--- config.mk ---
export PLATFORM = sky130hd
export DESIGN_NAME = conv_result_streamer
export DESIGN_NICKNAME = d
export VERILOG_FILES = /design/src/rtl/cnn_stream_pkg.sv /design/src/rtl/conv_result_streamer_word_serializer.sv /design/src/rtl/conv_result_streamer.sv
export SDC_FILE = /design/constraint.sdc
export NUM_CORES = 1
export LEC_CHECK = 0
export ABC_AREA = 0
export BUFFER_PORTS_ARGS = -buffer_cell sky130_fd_sc_hd__buf_2
export CAP_MARGIN = 20
export CORE_MARGIN = 3
export CORE_UTILIZATION = 50
export CTS_CLUSTER_DIAMETER = 40
export DETAILED_ROUTE_END_ITERATION = 16
export HOLD_SLACK_MARGIN = 0.02
export PLACE_DENSITY = 0.74
export SYNTH_ARGS = -nofsm -noshare
export SYNTH_HDL_FRONTEND = slang
export SYNTH_SLANG_ARGS = --single-unit
--- constraint.sdc ---
create_clock -name system_clock -period 2.58 [get_ports system_clock]
set_input_delay 0.129 -clock system_clock [delete_from_list [all_inputs] [get_ports system_clock]]
set_output_delay 0.129 -clock system_clock [all_outputs]
set_load 0.02 [all_outputs]
--- src/rtl/cnn_stream_pkg.sv ---
// Shared types and sizing helpers for the conv result read-out path.
package cnn_stream_pkg;

  typedef enum logic [1:0] {
    IDLE  = 2'd0,
    FETCH = 2'd1,
    SEND  = 2'd2,
    DONE  = 2'd3
  } stream_state_t;

  localparam int DATA_WIDTH_DEFAULT = 32;
  localparam int BYTES_PER_WORD     = DATA_WIDTH_DEFAULT / 8;

  function automatic int bytes_per_word(input int data_width);
    return data_width / 8;
  endfunction

  // Words left after a valid KxK convolution followed by PxP pooling, for all kernels.
  function automatic int conv_output_size(input int n_rows, input int n_cols,
                                          input int kernel_size, input int pool_size,
                                          input int n_kernels);
    return n_kernels * ((n_rows - kernel_size + 1) / pool_size)
                     * ((n_cols - kernel_size + 1) / pool_size);
  endfunction

endpackage

--- src/rtl/conv_result_streamer_word_serializer.sv ---
// Splits one loaded word into bytes, MSB first; byte appears the cycle after load.
// Holds the current byte while byte_ready is low; last_byte_sent pulses on the final transfer.
module word_serializer
  import cnn_stream_pkg::*;
#(
  parameter int DATA_WIDTH = 32
) (
  input  logic                  system_clock,
  input  logic                  global_reset,
  input  logic                  load,
  input  logic [DATA_WIDTH-1:0] word,
  output logic [7:0]            byte_data,
  output logic                  byte_valid,
  input  logic                  byte_ready,
  output logic                  last_byte_sent
);

  localparam int BPW   = bytes_per_word(DATA_WIDTH);
  localparam int IDX_W = (BPW > 1) ? $clog2(BPW) : 1;
  localparam logic [IDX_W-1:0] LAST_IDX = IDX_W'(BPW - 1);

  logic [DATA_WIDTH-1:0] shreg;
  logic [IDX_W-1:0]      idx;
  logic                  xfer;

  assign xfer           = byte_valid && byte_ready;
  assign last_byte_sent = xfer && (idx == LAST_IDX);
  // The top byte of the shift register is always word[DATA_WIDTH-1-8*idx -: 8].
  assign byte_data      = shreg[DATA_WIDTH-1 -: 8];

  always_ff @(posedge system_clock or posedge global_reset) begin
    if (global_reset) begin
      shreg      <= '0;
      idx        <= '0;
      byte_valid <= 1'b0;
    end else if (load) begin
      shreg      <= word;
      idx        <= '0;
      byte_valid <= 1'b1;
    end else if (xfer) begin
      shreg <= shreg << 8;
      if (idx == LAST_IDX) begin
        idx        <= '0;
        byte_valid <= 1'b0;
      end else begin
        idx <= idx + 1'b1;
      end
    end
  end

endmodule

--- src/rtl/conv_result_streamer.sv ---
// Streams OUTPUT_SIZE result words from the output RAM as big-endian bytes.
// DATA_WIDTH/8 + RD_LATENCY cycles per word at full rate; stalls in place while byte_ready_i is low.
module conv_result_streamer
  import cnn_stream_pkg::*;
#(
  parameter int ADDR_WIDTH  = 16,
  parameter int DATA_WIDTH  = 32,
  parameter int OUTPUT_SIZE = 2401,
  parameter int BASE_ADDR   = 0,
  parameter int RD_LATENCY  = 2
) (
  input  logic                  system_clock,
  input  logic                  global_reset,
  input  logic                  start_i,
  output logic [ADDR_WIDTH-1:0] ram_rdaddress_o,
  input  logic [DATA_WIDTH-1:0] ram_q_i,
  output logic [7:0]            byte_o,
  output logic                  byte_valid_o,
  input  logic                  byte_ready_i,
  output logic                  busy_o,
  output logic                  done_o,
  output logic [ADDR_WIDTH-1:0] words_sent_o
);

  localparam int CNT_W = 3;
  localparam logic [CNT_W-1:0]      LAT_LAST  = CNT_W'(RD_LATENCY - 1);
  localparam logic [ADDR_WIDTH-1:0] BASE      = ADDR_WIDTH'(BASE_ADDR);
  localparam logic [ADDR_WIDTH-1:0] LAST_WORD = ADDR_WIDTH'(OUTPUT_SIZE - 1);

  stream_state_t    state;
  logic [CNT_W-1:0] lat_cnt;
  logic             load;
  logic             last_byte_sent;

  // RAM data is valid on the final FETCH cycle, so it is captured on that edge.
  assign load = (state == FETCH) && (lat_cnt == LAT_LAST);

  always_ff @(posedge system_clock or posedge global_reset) begin
    if (global_reset) begin
      state           <= IDLE;
      ram_rdaddress_o <= BASE;
      words_sent_o    <= '0;
      lat_cnt         <= '0;
      busy_o          <= 1'b0;
      done_o          <= 1'b0;
    end else begin
      case (state)
        IDLE, DONE: begin
          lat_cnt <= '0;
          if (start_i) begin
            state           <= FETCH;
            ram_rdaddress_o <= BASE;
            words_sent_o    <= '0;
            busy_o          <= 1'b1;
            done_o          <= 1'b0;
          end
        end
        FETCH: begin
          if (load) begin
            state   <= SEND;
            lat_cnt <= '0;
          end else begin
            lat_cnt <= lat_cnt + 1'b1;
          end
        end
        SEND: begin
          if (last_byte_sent) begin
            words_sent_o <= words_sent_o + 1'b1;
            if (words_sent_o == LAST_WORD) begin
              state  <= DONE;
              busy_o <= 1'b0;
              done_o <= 1'b1;
            end else begin
              state           <= FETCH;
              ram_rdaddress_o <= ram_rdaddress_o + 1'b1;
              lat_cnt         <= '0;
            end
          end
        end
        default: begin
          state  <= IDLE;
          busy_o <= 1'b0;
          done_o <= 1'b0;
        end
      endcase
    end
  end

  word_serializer #(
    .DATA_WIDTH(DATA_WIDTH)
  ) u_word_serializer (
    .system_clock  (system_clock),
    .global_reset  (global_reset),
    .load          (load),
    .word          (ram_q_i),
    .byte_data     (byte_o),
    .byte_valid    (byte_valid_o),
    .byte_ready    (byte_ready_i),
    .last_byte_sent(last_byte_sent)
  );

endmodule
[Word level (Yosys, flattened, before mapping)]
Cells that the tools add are included.
Cells by class
  multiplexer cells: 31
  equality and inequality tests: 11
  reduce and logical (&&, ||, !) cells: 14
  add/subtract/negate cells: 4
Operator list (number)
  2-to-1 mux 16 bit: 4
  2-to-1 mux 32 bit: 2
  one-hot mux 16 bit (2 select lines): 2
  adder 16 x 1 -> 16 bit (second input constant): 2
  == test 16 x 12 -> 1 bit (second input constant): 1
  2-to-1 mux 2 bit: 7
  != test 2 bit (second input constant): 5
  2-to-1 mux 1 bit: 9
  2-to-1 mux 3 bit: 3
  one-hot mux 3 bit (3 select lines): 1
  AND reduction 4 bit: 2
  == test 2 bit (second input constant): 3
  one-hot mux 2 bit (3 select lines): 1
  AND reduction 3 bit: 2
  nonzero test 2 bit: 3
  one-hot mux 1 bit (2 select lines): 2
  AND reduction 2 bit: 2
  adder 3 x 1 -> 3 bit (second input constant): 1
  == test 3 x 1 -> 1 bit (second input constant): 1
  logical AND 1 bit: 3
  adder 2 x 1 -> 2 bit (second input constant): 1
  == test 2 x 1 -> 1 bit (second input constant): 1
  zero test 2 bit: 1
  OR reduction 2 bit: 1
Storage, ports and cells
  word-level logic and storage cells: 69
  bits in registers: 74
  output and inout bits: 43

[Logic depth before layout (Yosys ltp)]
  depth in word-level cells: 4
  gate-level depth with buffers: 9
  mapped depth without buffers: 6

[Modules after synthesis]
From an unflattened synthesis, not the netlist that was laid out.
Second synthesis, totals
  cell total of the unflattened synthesis: 435
  area total of the unflattened synthesis: 4180.3 µm²
By module, submodules not included
  conv_result_streamer: times used 1, area an instance 2194.6 µm², cells each 241
  word_serializer: times used 1, area an instance 1985.7 µm², cells each 194

[Worst setup path before layout]
OpenSTA, ideal clock, no wires.
  path kind: flip-flop to flip-flop
  start point: reg ram_rdaddress_o[0]
  end point: reg ram_rdaddress_o[14]
  slack: 0.546 ns
  path buffers: 0
  required time: 2.462 ns
  arrival: 1.915 ns
  stages on the path, launching flop included: 6
  path through: dfrtp_1 > ha_1 > nand4_1 > or4_1 > a211o_1 > a21o_1
Between the ends
  longest elaborated chain between the ends: 4
RTL lines
  from (decl): RTL line conv_result_streamer.sv:15  | output logic [ADDR_WIDTH-1:0] ram_rdaddress_o,
  from (signal assigned): RTL line conv_result_streamer.sv:75  | ram_rdaddress_o <= ram_rdaddress_o + 1'b1;
  adder 16 x 1 -> 16 bit: RTL line conv_result_streamer.sv:75
  2-to-1 mux 16 bit: RTL line conv_result_streamer.sv:69  | if (words_sent_o == LAST_WORD) begin
  2-to-1 mux 16 bit: RTL line conv_result_streamer.sv:67  | if (last_byte_sent) begin
  one-hot mux 16 bit (2 select lines): RTL line conv_result_streamer.sv:47  | case (state)
Every way passes these cells. The select of a mux whose other input is x is not followed.
A chain may end at the register's enable or synchronous reset.

[Final worst setup path]
  start point: reg state[0]
  end point: reg words_sent_o[15]
Between the ends
  longest elaborated chain between the ends: 4
  elaborated cells between the ends (all ways): 9
  classes of those cells: eq/ne: 4; mux: 1; reduce/logical: 4
RTL lines
  from (decl): RTL line conv_result_streamer.sv:30  | stream_state_t state;
  from (signal assigned): RTL line conv_result_streamer.sv:40  | state <= IDLE;
  from (signal assigned): RTL line conv_result_streamer.sv:51  | state <= FETCH;
  from (signal assigned): RTL line conv_result_streamer.sv:60  | state <= SEND;
  == test 2 bit / zero test 2 bit (equally long branches): RTL line conv_result_streamer.sv:47
  OR reduction 2 bit: RTL line conv_result_streamer.sv:47
  != test 2 bit (no line) / nonzero test 2 bit (equally long branches)
  AND reduction 3 bit (no line)
  to (signal assigned): RTL line conv_result_streamer.sv:68  | words_sent_o <= words_sent_o + 1'b1;
  to (decl): RTL line conv_result_streamer.sv:22  | output logic [ADDR_WIDTH-1:0] words_sent_o
Parallel ways exist; a longest one is shown, timed or not.

==> reports/results.ini <==
[logic_synthesis]
synthTopCellsByArea=dfrtp_1, mux2i_1, nand2_1, o21ai_0, o31ai_1
synth-seq-cells=74
synth_area_leader_cell=dfrtp_1
synth_top_cell_area_share_pct=47.7
synthFlopType=dfrtp_1
syn_nets=456
synth-edff-count=0
avgSynthCellArea_um2=9.44
async_flop_share_pct=100
ys_seq_area_share_pct=47.7
netlist_area_um2=3880
synthDistinctLibCells=44
synthCells=411
yosys_warnings=0

[floorplanning]
fp.coreArea_um2=7370
die_w_um=94.1
fp.dieH_um=94.1
start_util_pct=52.6
ios=79
rows=31
die_area_um2=8850

[clock_network]
numCtsBuffers=9
clockBufferDepth=2
clkSinkCount=74
cts-root-buf=clkbuf_8
clk_pin_slew_worst_paths_ns=0.08
tritoncts=done
htree_levels=3
post-cts-setup-buffers=0
clock_latency_ns=0.35

[route]
routed.top_layer=met4
ant_nets=0
wl_met3_um=423
drt-pass1-iter-count=4
routed_wl_mm=9.54
via_count=3505
drc_errors=0
drt_iter0_drc=127
dr_wl_met2_mm=4.58
drt-wirelength-per-cell_um=15.5
vias_per_cell=5.68
wl_met1_mm=4.40

[sta]
clock_skew_ns=0.0102
worstMarginPinSlew_ns=0.755
fin_crit_sh_pct=86.9
rsz0062_at_grt=no
finalHoldViolations=0
fmax_mhz=446
slew_violations=0
finalSetupTns_ns=0
slew_headroom_pct=49.6
setup_ws_ns=0.338
holdWs_ns=0.0651
period_minus_slack_ns=2.24
setup_viol=0

[finish]
finalNonFillerCells=617
n_fill_cell=627
syn_to_final_growth_pct=25.8
nNetsFinal=558
final_area_um2=4880
postLayoutCoreUtil_pct=66.2
num_antenna_cells=0
mostFrequentLayoutCell=buf_2
drive_gt1_share_pct=21.0
final_cell_mix=buf_2, dfrtp_1, nand2_1, o21ai_0, dlygate4sd3_1

[critical_path]
crit_type=register to register
critPathArrivalTime_ns=2.52
path_max_fanout=18
cp_cell_sequence=inv_1, ha_1, nor2b_1, a2111o_1, or4_1, a21oi_1
cpMaxStageDelayCell=or4_1
crit_family=simple AND/OR/NAND/NOR gates
crit_path_max_incr_delay_ns=0.57
worstSetupStartpointType=register
path_buf_inv=1
cp_data_required_time_ns=2.85
worstSetupEndpointType=register

[power_and_ir_drop]
power.leakage_nw=2.35
power_mw=3.81
powerDensity_nw_per_um2=782
vdd_drop_max_mv=0.459

[grt]
grt_pass1_vias=3201
grt_max_degree=59
antenna_found_initial=0
grt_remaining_overflow=0
grt_usage_pct=22.3
grt_pass1_wl_mm=15.6

[placed_design]
dp_hpwl_mm=6.44
io_buffers=78
gp_congestion=0.808
post-place-ws_ns=0.351
detailed_place.area_um2=4340
dp_cells=568

[worst_hold_path]
hold_path_class=input port to register

[job]
cap_violations=0

[run_status]
status=finished, final reports clean

-- worst reg2reg max path: cells and delay by family (launching register included) --
| kind | cells | cell delay [ns] |
|---|---|---|
| simple gates | 2 | 0.74 |
| compound gates | 2 | 0.65 |
| flops | 1 | 0.39 |
| fa+ha+maj | 1 | 0.34 |
| buf+inv | 1 | 0.06 |
-- per-layer routing --
| metal | GRT usage [%] | vias to the layer above |
|---|---|---|
| met1 | 32.0 | 1684 |
| met5 | 0 | - |
| met3 | 3.53 | 13 |
| met2 | 34.1 | 91 |
| met4 | 8.18 | 0 |
| li1 | - | 1717 |
-- timing repair --
action / 4_1_cts / 5_1_grt
endpoints found under the hold margin: 65 / 0
resized for setup: 0 / 0
hold buffers: 33 / 0
-- registers in the layout (all words and copies together), names as in the netlist --
| name | count |
|---|---|
| u_word_serializer.shreg | 32 |
| done_o | 1 |
| ram_rdaddress_o | 16 |
| state | 2 |
| u_word_serializer.idx | 2 |
| busy_o | 1 |
| words_sent_o | 16 |
| u_word_serializer.byte_valid | 1 |
| lat_cnt | 3 |
-- power by group --
part / total (mW) / switching, mW / internal [mW]
combinational: 1.27 / 0.774 / 0.492
clock: 0.960 / 0.457 / 0.503
sequential: 1.59 / 0.170 / 1.42
-- cells by family (layout without fill, tap and decap cells) --
family                     Yosys count  in the layout  share of synthesized area (%)
and+or+nand+nor                    146            146                           19.0
AOI/OAI and AO/OA                  113            113                           18.2
DFF                                 74             74                           47.7
buffers and inverters               41            148                           4.87
muxes                               27             27                           7.03
adders and majority gates            9              9                           2.90
xor gates and xnor gates             1              1                          0.226
-- synthesized netlist by cell type, types with 9 or more instances --
library cell / count
ha_1: 9
or4_1: 9
nor2_1: 9
o21ai_0: 43
dfrtp_1: 74
o31ai_1: 24
clkbuf_1: 16
nand3_1: 25
a21oi_1: 19
mux2i_1: 25
inv_1: 12
nand2_1: 64
-- path summary, 6_finish.rpt --
| check | endpoint | startpoint | slack, ns | depth (start not counted) |
|---|---|---|---|---|
| worst max-delay path | words_sent_o[15] | state[0] | 0.34 | 6 |
| worst min-delay path | u_word_serializer.idx[1] | byte_ready_i | 0.07 | 3 |
| worst max register to register | words_sent_o[15] | state[0] | 0.34 | 6 |
| worst min register to register | u_word_serializer.shreg[6] | u_word_serializer.shreg[6] | 0.51 | 2 |
| max in group asynchronous | u_word_serializer.idx[1] | global_reset | 1.43 | 4 |
| min in group asynchronous | u_word_serializer.shreg[28] | global_reset | 0.47 | 3 |
-- final cells by class --
class | count | area (µm²) | area share, %
clock buffer | 11 | 151 | 3.10
sequential | 74 | 1850 | 37.9
inverter | 12 | 45.0 | 0.923
clock inverter | 5 | 61.3 | 1.26
timing repair buffer | 120 | 801 | 16.4
tap | 99 | 124 | 2.54
multi-input combinational | 296 | 1850 | 37.8
(Power assumes the default switching activity.)
